File: src/rtl/vga_sync_rx.sv
`default_nettype none
// ============================================================================
// Module   : vga_sync_rx
// Purpose  : VGA timing receiver. Samples active-low hsync/vsync once per
//            pixel clock, recovers column/row, checks the stream against the
//            configured mode and reports lock.
// Revision : 1.0 - initial release
// ============================================================================
module vga_sync_rx #(
  parameter int H_VISIBLE   = 640,
  parameter int H_FRONT     = 16,
  parameter int H_SYNC      = 96,
  parameter int H_BACK      = 48,
  parameter int V_VISIBLE   = 480,
  parameter int V_FRONT     = 10,
  parameter int V_SYNC      = 2,
  parameter int V_BACK      = 33,
  parameter int LOCK_FRAMES = 2
) (
  input  logic       clk,
  input  logic       reset,
  input  logic       hsync_in,
  input  logic       vsync_in,
  output logic [9:0] column,
  output logic [9:0] row,
  output logic       visible,
  output logic       locked,
  output logic       frame_start,
  output logic       sync_error
);

  localparam int H_WHOLE = H_VISIBLE + H_FRONT + H_SYNC + H_BACK;
  localparam int V_WHOLE = V_VISIBLE + V_FRONT + V_SYNC + V_BACK;

  localparam logic [9:0] H_LAST       = 10'(H_WHOLE - 1);
  localparam logic [9:0] V_LAST       = 10'(V_WHOLE - 1);
  localparam logic [9:0] H_VIS_END    = 10'(H_VISIBLE);
  localparam logic [9:0] V_VIS_END    = 10'(V_VISIBLE);
  localparam logic [9:0] H_SYNC_START = 10'(H_VISIBLE + H_FRONT);
  localparam logic [9:0] H_SYNC_END   = 10'(H_VISIBLE + H_FRONT + H_SYNC);
  localparam logic [9:0] V_SYNC_START = 10'(V_VISIBLE + V_FRONT);
  localparam logic [9:0] V_SYNC_END   = 10'(V_VISIBLE + V_FRONT + V_SYNC);

  localparam int FCW = (LOCK_FRAMES < 1) ? 1 : $clog2(LOCK_FRAMES + 1);
  localparam logic [FCW-1:0] LOCK_COUNT = FCW'(LOCK_FRAMES);

  localparam logic [1:0] ST_SEARCH = 2'd0;
  localparam logic [1:0] ST_VERIFY = 2'd1;
  localparam logic [1:0] ST_LOCKED = 2'd2;

  // Sampled sync levels and the previous samples used for edge detection
  logic h_q, v_q, h_p, v_p;

  logic [9:0]     column_q, column_d;
  logic [9:0]     row_q, row_d;
  logic [1:0]     state_q, state_d;
  logic [FCW-1:0] frames_q, frames_d;
  logic           hseen_q, hseen_d;
  logic           locked_q, locked_d;
  logic           visible_q, visible_d;
  logic           frame_start_q, frame_start_d;
  logic           sync_error_q, sync_error_d;

  logic           h_fall, v_fall, col_wrap, exp_h, exp_v, mismatch;
  logic [9:0]     col_pred, row_pred;
  logic [FCW-1:0] frames_inc;

  // Predict the position of the current sample, snap on sync edges and run the lock FSM
  always_comb begin
    h_fall   = !h_q && h_p;
    v_fall   = !v_q && v_p;
    col_wrap = (column_q == H_LAST);
    col_pred = col_wrap ? 10'd0 : column_q + 10'd1;
    row_pred = row_q;
    if (col_wrap) begin
      row_pred = (row_q == V_LAST) ? 10'd0 : row_q + 10'd1;
    end

    // Expected levels use the unsnapped prediction, so a disagreeing snap is a mismatch
    exp_h    = !((col_pred >= H_SYNC_START) && (col_pred < H_SYNC_END));
    exp_v    = !((row_pred >= V_SYNC_START) && (row_pred < V_SYNC_END));
    mismatch = (h_q != exp_h) || (v_q != exp_v);

    column_d = h_fall ? H_SYNC_START : col_pred;
    row_d    = v_fall ? V_SYNC_START : row_pred;

    frames_inc   = frames_q + 1'b1;
    state_d      = state_q;
    frames_d     = frames_q;
    hseen_d      = hseen_q;
    sync_error_d = 1'b0;

    case (state_q)
      ST_SEARCH: begin
        hseen_d = hseen_q | h_fall;
        if (v_fall && (hseen_q || h_fall)) begin
          state_d  = ST_VERIFY;
          frames_d = '0;
        end
      end
      ST_VERIFY: begin
        if (mismatch) begin
          sync_error_d = 1'b1;
          state_d      = ST_SEARCH;
          hseen_d      = 1'b0;
        end else if (v_fall) begin
          frames_d = frames_inc;
          if (frames_inc == LOCK_COUNT) begin
            state_d = ST_LOCKED;
          end
        end
      end
      ST_LOCKED: begin
        if (mismatch) begin
          sync_error_d = 1'b1;
          state_d      = ST_SEARCH;
          hseen_d      = 1'b0;
        end
      end
      default: begin
        state_d = ST_SEARCH;
        hseen_d = 1'b0;
      end
    endcase

    // Lock-qualified flags follow the next state so loss of lock clears them at once
    locked_d      = (state_d == ST_LOCKED);
    visible_d     = locked_d && (column_d < H_VIS_END) && (row_d < V_VIS_END);
    frame_start_d = locked_d && (column_d == 10'd0) && (row_d == 10'd0);
  end

  // Register the sync samples, recovered position, FSM and output flags
  always_ff @(posedge clk) begin
    if (reset) begin
      h_q           <= 1'b1;
      v_q           <= 1'b1;
      h_p           <= 1'b1;
      v_p           <= 1'b1;
      column_q      <= '0;
      row_q         <= '0;
      state_q       <= ST_SEARCH;
      frames_q      <= '0;
      hseen_q       <= 1'b0;
      locked_q      <= 1'b0;
      visible_q     <= 1'b0;
      frame_start_q <= 1'b0;
      sync_error_q  <= 1'b0;
    end else begin
      h_q           <= hsync_in;
      v_q           <= vsync_in;
      h_p           <= h_q;
      v_p           <= v_q;
      column_q      <= column_d;
      row_q         <= row_d;
      state_q       <= state_d;
      frames_q      <= frames_d;
      hseen_q       <= hseen_d;
      locked_q      <= locked_d;
      visible_q     <= visible_d;
      frame_start_q <= frame_start_d;
      sync_error_q  <= sync_error_d;
    end
  end

  assign column      = column_q;
  assign row         = row_q;
  assign visible     = visible_q;
  assign locked      = locked_q;
  assign frame_start = frame_start_q;
  assign sync_error  = sync_error_q;

endmodule
`default_nettype wire

File: config.mk
export PLATFORM = sky130hd
export DESIGN_NAME = vga_sync_rx
export DESIGN_NICKNAME = d
export VERILOG_FILES = /design/src/rtl/vga_sync_rx.sv
export SDC_FILE = /design/constraint.sdc
export NUM_CORES = 1
export LEC_CHECK = 0
export ABC_AREA = 1
export ABC_CLOCK_PERIOD_IN_PS = 2000
export CAP_MARGIN = 30
export CORE_MARGIN = 4
export CORE_UTILIZATION = 45
export CTS_CLUSTER_SIZE = 12
export DETAILED_ROUTE_END_ITERATION = 8
export PLACE_DENSITY = 0.8
export SLEW_MARGIN = 10
export SYNTH_ARGS = -nofsm -noshare
export SYNTH_HDL_FRONTEND = slang
export SYNTH_SLANG_ARGS = --single-unit
export TNS_END_PERCENT = 1
File: constraint.sdc
create_clock -name clk -period 2 [get_ports clk]
set_clock_uncertainty 0.15 [all_clocks]
set_input_delay 0.2 -clock clk [delete_from_list [all_inputs] [get_ports clk]]
set_output_delay 0.2 -clock clk [all_outputs]
set_load 0.005 [all_outputs]
### Word-level counts from Yosys, hierarchy flattened

Index checks and enable logic that the tools add are counted.

* order comparisons: 6
* eq/ne operators: 12
* add/sub/neg operators: 3
* mux-type cells: 18
* reduce and logical (&&, ||, !) cells: 22
* bitwise gates (word level): 2

Operators with widths (number)
* $mux W10: 5
* $add A10 B1 Y10 const B: 2
* $eq A10 B10 Y1 const B: 2
* $logic_not A10 Y1: 2
* $lt A10 B10 Y1 const B: 2
* $lt A10 B9 Y1 const B: 2
* $mux W2: 8
* $ge A10 B10 Y1 const B: 1
* $ge A10 B9 Y1 const B: 1
* $logic_and A1 B1 Y1: 9
* $eq A2 B2 Y1 const B: 3
* $ne A2 B2 Y1 const B: 3
* $pmux W2 S3: 1
* $logic_not A1 Y1: 4
* $pmux W2 S2: 1
* $reduce_and A4 Y1: 1
* $reduce_or A2 Y1: 2
* $add A2 B1 Y2 const B: 1
* $eq A2 B1 Y1 const B: 1
* $logic_not A2 Y1: 1
* $logic_or A1 B1 Y1: 2
* $mux W1: 2
* $ne A1 B1 Y1: 2
* $ne A2 B1 Y1 const B: 1
* other kinds (4): 4

* output and inout bits: 24
* register bits after elaboration: 33
* logic and storage cells: 76

### Logic depth before layout (Yosys ltp)

* depth in word-level cells: 13
* depth in mapped cells: 17
* depth with buffers taken out: 17

### Worst setup path before layout

No wires, ideal clock.

* path kind: flip-flop to flip-flop
* from: register column_q[0], in the netlist column[0]
* to: register hseen_q
* cell stages (with the launch flop): 17
* period minus slack after synthesis: 2.248 ns
* data required time: 1.719 ns
* path buffers: 0
* slack: -0.248 ns
* data arrival time: 1.968 ns
* cells stage by stage: dfxtp_1 > ha_1 > nand2_2 > nor2_4 > nand2_2 > nor2_4 > nand2_2 > nand2_2 > nand2_2 > nor2_4 > nand3_4 > o21ai_2 > nand2_1 > nor2_2 > nand2_1 > nand2_1 > a21oi_2

* longest elaborated chain between the ends: 8
* elaborated cells on any way between the ends: 16
* classes of those cells: 1 x add/sub; 4 x order compare; 4 x eq/ne; 2 x mux; 5 x reduce/logical

RTL lines
* start: declaration: line 54 `logic [9:0] column_q, column_d;`
* start signal: assignment: line 153 `column_q <= column_d;`
* $add A10 B1 Y10 / $eq A10 B10 Y1 (equally long branches): line 73, 72
* $mux W10 (on tied branches): line 73, 75
* $ge A10 B10 Y1, or another cell as far along: line 80 `exp_h = !((col_pred >= H_SYNC_START) && (col_pred < H_SYNC_END));`
* $logic_and A1 B1 Y1 (on tied branches): line 80, 81
* $logic_not A1 Y1 (on tied branches): line 80, 81
* $ne A1 B1 Y1: line 82 `mismatch = (h_q != exp_h) || (v_q != exp_v);`
* $logic_or A1 B1 Y1 *: line 82
* $ne A2 B1 Y1 (no source line) *
* end signal: assignment: line 157 `hseen_q <= hseen_d;`
* end: declaration: line 58 `logic hseen_q, hseen_d;`

Every way passes the cells marked *; elsewhere a longest branch is shown, timed or not.
A chain may end at the register's enable or synchronous reset.

### Final worst setup path

Same ends and word-level chain as after synthesis.

==> reports/results.txt <==
status -> complete, but fails checks
failing checks -> setup timing
DRT iter0 DRCs -> 316
Pre-antenna DRT Iters -> 5
maximum vdd drop -> 0.446 mV
Mapped Area -> 2130 um2
syn avg cell area -> 6.30 um2
kind of critical path -> reg -> reg
full die area -> 5900 um2
Worst Tran Pin Value -> 0.359 ns
vias per std cell -> 5.05
layout cell share with drive strength beyond 1 -> 27.6%
largest net degree at the start of global routing -> 18
CP required -> 2.03 ns
Final min period -> 2.26 ns
clk_lat worst skew -> 0.29 ns
Hold Crit Class -> reg -> reg
relative slew slack -> 75.9%
CTS tree -> built
sequential-to-total area share from yosys stat -> 31.0%
PwrDens -> 503 nW/um2
CP startpoint -> column[0]
ant diodes -> 0
cell row count -> 24
Synth cell types -> 29
Syn Inst Count -> 338
crit end category -> flop
Clock Sinks -> 33
CTS Buffer Depth -> 2
first-pass GRT wire length -> 9.45 mm
htree depth -> 2
reg-to-reg startpoint -> column[0]
Yosys warnings -> 0
Layout area overhead -> 45.4%
post-route ant nets -> 0
# nets final -> 438
Routed wire per std cell -> 12.0 um
Min-Delay Startpoint -> h_q
final WL -> 5.76 mm
GPL Wtd Cong -> 0.941
die width -> 76.8 um
DP HPWL -> 4.33 mm
startpoint class of the critical path -> flop
# fillers -> 355
clock root buffer -> clkbuf_8
Core ar. -> 4470 um2
static leakage power -> 0.00151 uW
final period utilization -> 113%
via count -> 2,419
Residual DRC -> 0
setup ws final -> -0.261 ns
clock-pin slew on the worst setup and hold paths -> 0.07 ns
Port Buf Inserts -> 27
Initial Util -> 47.6%
syn_nets -> 350
Die H -> 76.8 um
vias in the first global route -> 2,149
Final Power -> 1560 uW
data arrival at the endpoint of the critical path -> 2.29 ns
Total Routing Usage GR -> 19.4%
synthesis-stage register bit count -> 33
Layout Utilization -> 69.2%
# setup viols final -> 9
fmax -> 442 MHz
max-slew violations -> 0
num ports -> 28
critical path fanouts, max -> 5
initial antenna violation count -> 0
CTS Buf Count -> 5
max cap viols -> 0
unrepaired setup endpoints after global routing -> true
final hold violations -> 0
grt ovf -> 0
[per-layer routing]
layer	part of all wire, %	wire length, um	track usage (%)
met1	44	2510	24.4
met2	49	2830	32.5
met3	6.1	349	5.04
met4	1.1	66	5.98
met5	0	0	0
[placed cells by master (no fill, tap or decap), types with 2 or more instances in the layout]
master	instances
or2_2	4
inv_2	2
nand2_4	4
ha_1	6
nor2_1	43
a21oi_1	7
nand3_1	24
clkdlybuf4s50_1	27
buf_4	55
nand2_2	10
nor3_1	5
clkbuf_8	7
nand4_1	10
o21ai_0	6
nand2_1	91
nor2_4	8
dfxtp_2	5
inv_1	57
nor2_2	5
nor3_2	3
nand3_2	4
dfxtp_1	27
[power by group]
part / internal (uW) / switching, uW
sequential: 686 / 28.6
combinational: 135 / 149
clock: 311 / 246
[area by class of cell]
cell class / instances / area [um2] / area share, %
clock inverter: 1 / 5.00 / 0.162
inverter: 59 / 221 / 7.15
tap: 52 / 65.1 / 2.10
timing repair buffer: 83 / 694 / 22.4
sequential: 33 / 671 / 21.7
clock buffer: 7 / 96.3 / 3.11
multi-input combinational: 244 / 1340 / 43.4
[registers in the layout, indices dropped and copies added, names as in the netlist, 2 cells and up]
| register | cells |
|---|---|
| row | 10 |
| column | 10 |
| frames_q | 2 |
| state_q | 2 |
[repair_timing]
| action | 4_1_cts | 5_1_grt |
|---|---|---|
| resized for setup | 8 | 16 |
| hold buffers | 0 | 0 |
| hold endpoints to repair | 0 | 0 |
| pin swaps | 2 | 12 |
| setup endpoints to repair | 10 | 10 |
| buffers inserted | 1 | 1 |
[critical path, cell delays in order, from the launching register on]
cell     delay, ns
dfxtp_4       0.36
ha_4          0.16
nand2_4       0.06
nor2_4        0.15
nand2_4       0.08
nor2_4        0.19
nand2_2       0.07
nand2_2       0.08
nand2_4       0.06
nor2_4        0.09
nand3_4       0.11
o21ai_4       0.19
nand2_2       0.09
nor2_4        0.12
nand2_1       0.06
nand2_1       0.07
a21oi_2       0.05
[cells by family (layout without fill, tap and decap cells)]
group,Yosys count,after routing,share of synthesized area (%)
and+or+nand+nor,215,215,47.4
buffers and inverters,61,150,10.8
DFF,33,33,31.0
AOI/OAI and AO/OA,20,20,5.76
adders and majority gates,8,8,4.70
xor gates and xnor gates,1,1,0.411
[stage by stage]
stage               setup TNS, ns  instance area [um2]  worst slack, ns  hold WS [ns]  instances
floorplan                  -0.110                 2160          -0.0566         0.154        338
global placement            -1.42                 2890           -0.192         0.274        469
detailed placement          -2.00                 2890           -0.253         0.296        469
CTS                         -1.62                 3030           -0.240         0.312        478
global route                -3.58                 3100           -0.451         0.315        479
finish                      -1.94                 3100           -0.261         0.310        479
[Yosys cell counts, drive strengths merged]
cell / number / area [um2]
o21ai: 7 / 38.8
o32ai: 1 / 8.76
nand4: 10 / 62.6
ha: 8 / 100
o211ai: 1 / 7.51
nand2: 105 / 427
a21boi: 1 / 7.51
and3: 1 / 7.51
nand3: 29 / 168
a21oi: 8 / 43.8
clkbuf: 2 / 7.51
inv: 59 / 221
o21bai: 1 / 7.51
xor2: 1 / 8.76
nor3: 9 / 45.0
or2: 4 / 25.0
nor2: 56 / 268
nor4: 1 / 6.26
dfxtp: 33 / 661
o2111ai: 1 / 8.76
[worst paths after layout]
check             to  slack [ns]  depth (start not counted)
max reg2reg  hseen_q       -0.26                         16
min              h_p        0.31                          2
min reg2reg      h_p        0.31                          2
max          hseen_q       -0.26                         16
Power figures use the tool's default switching activity.
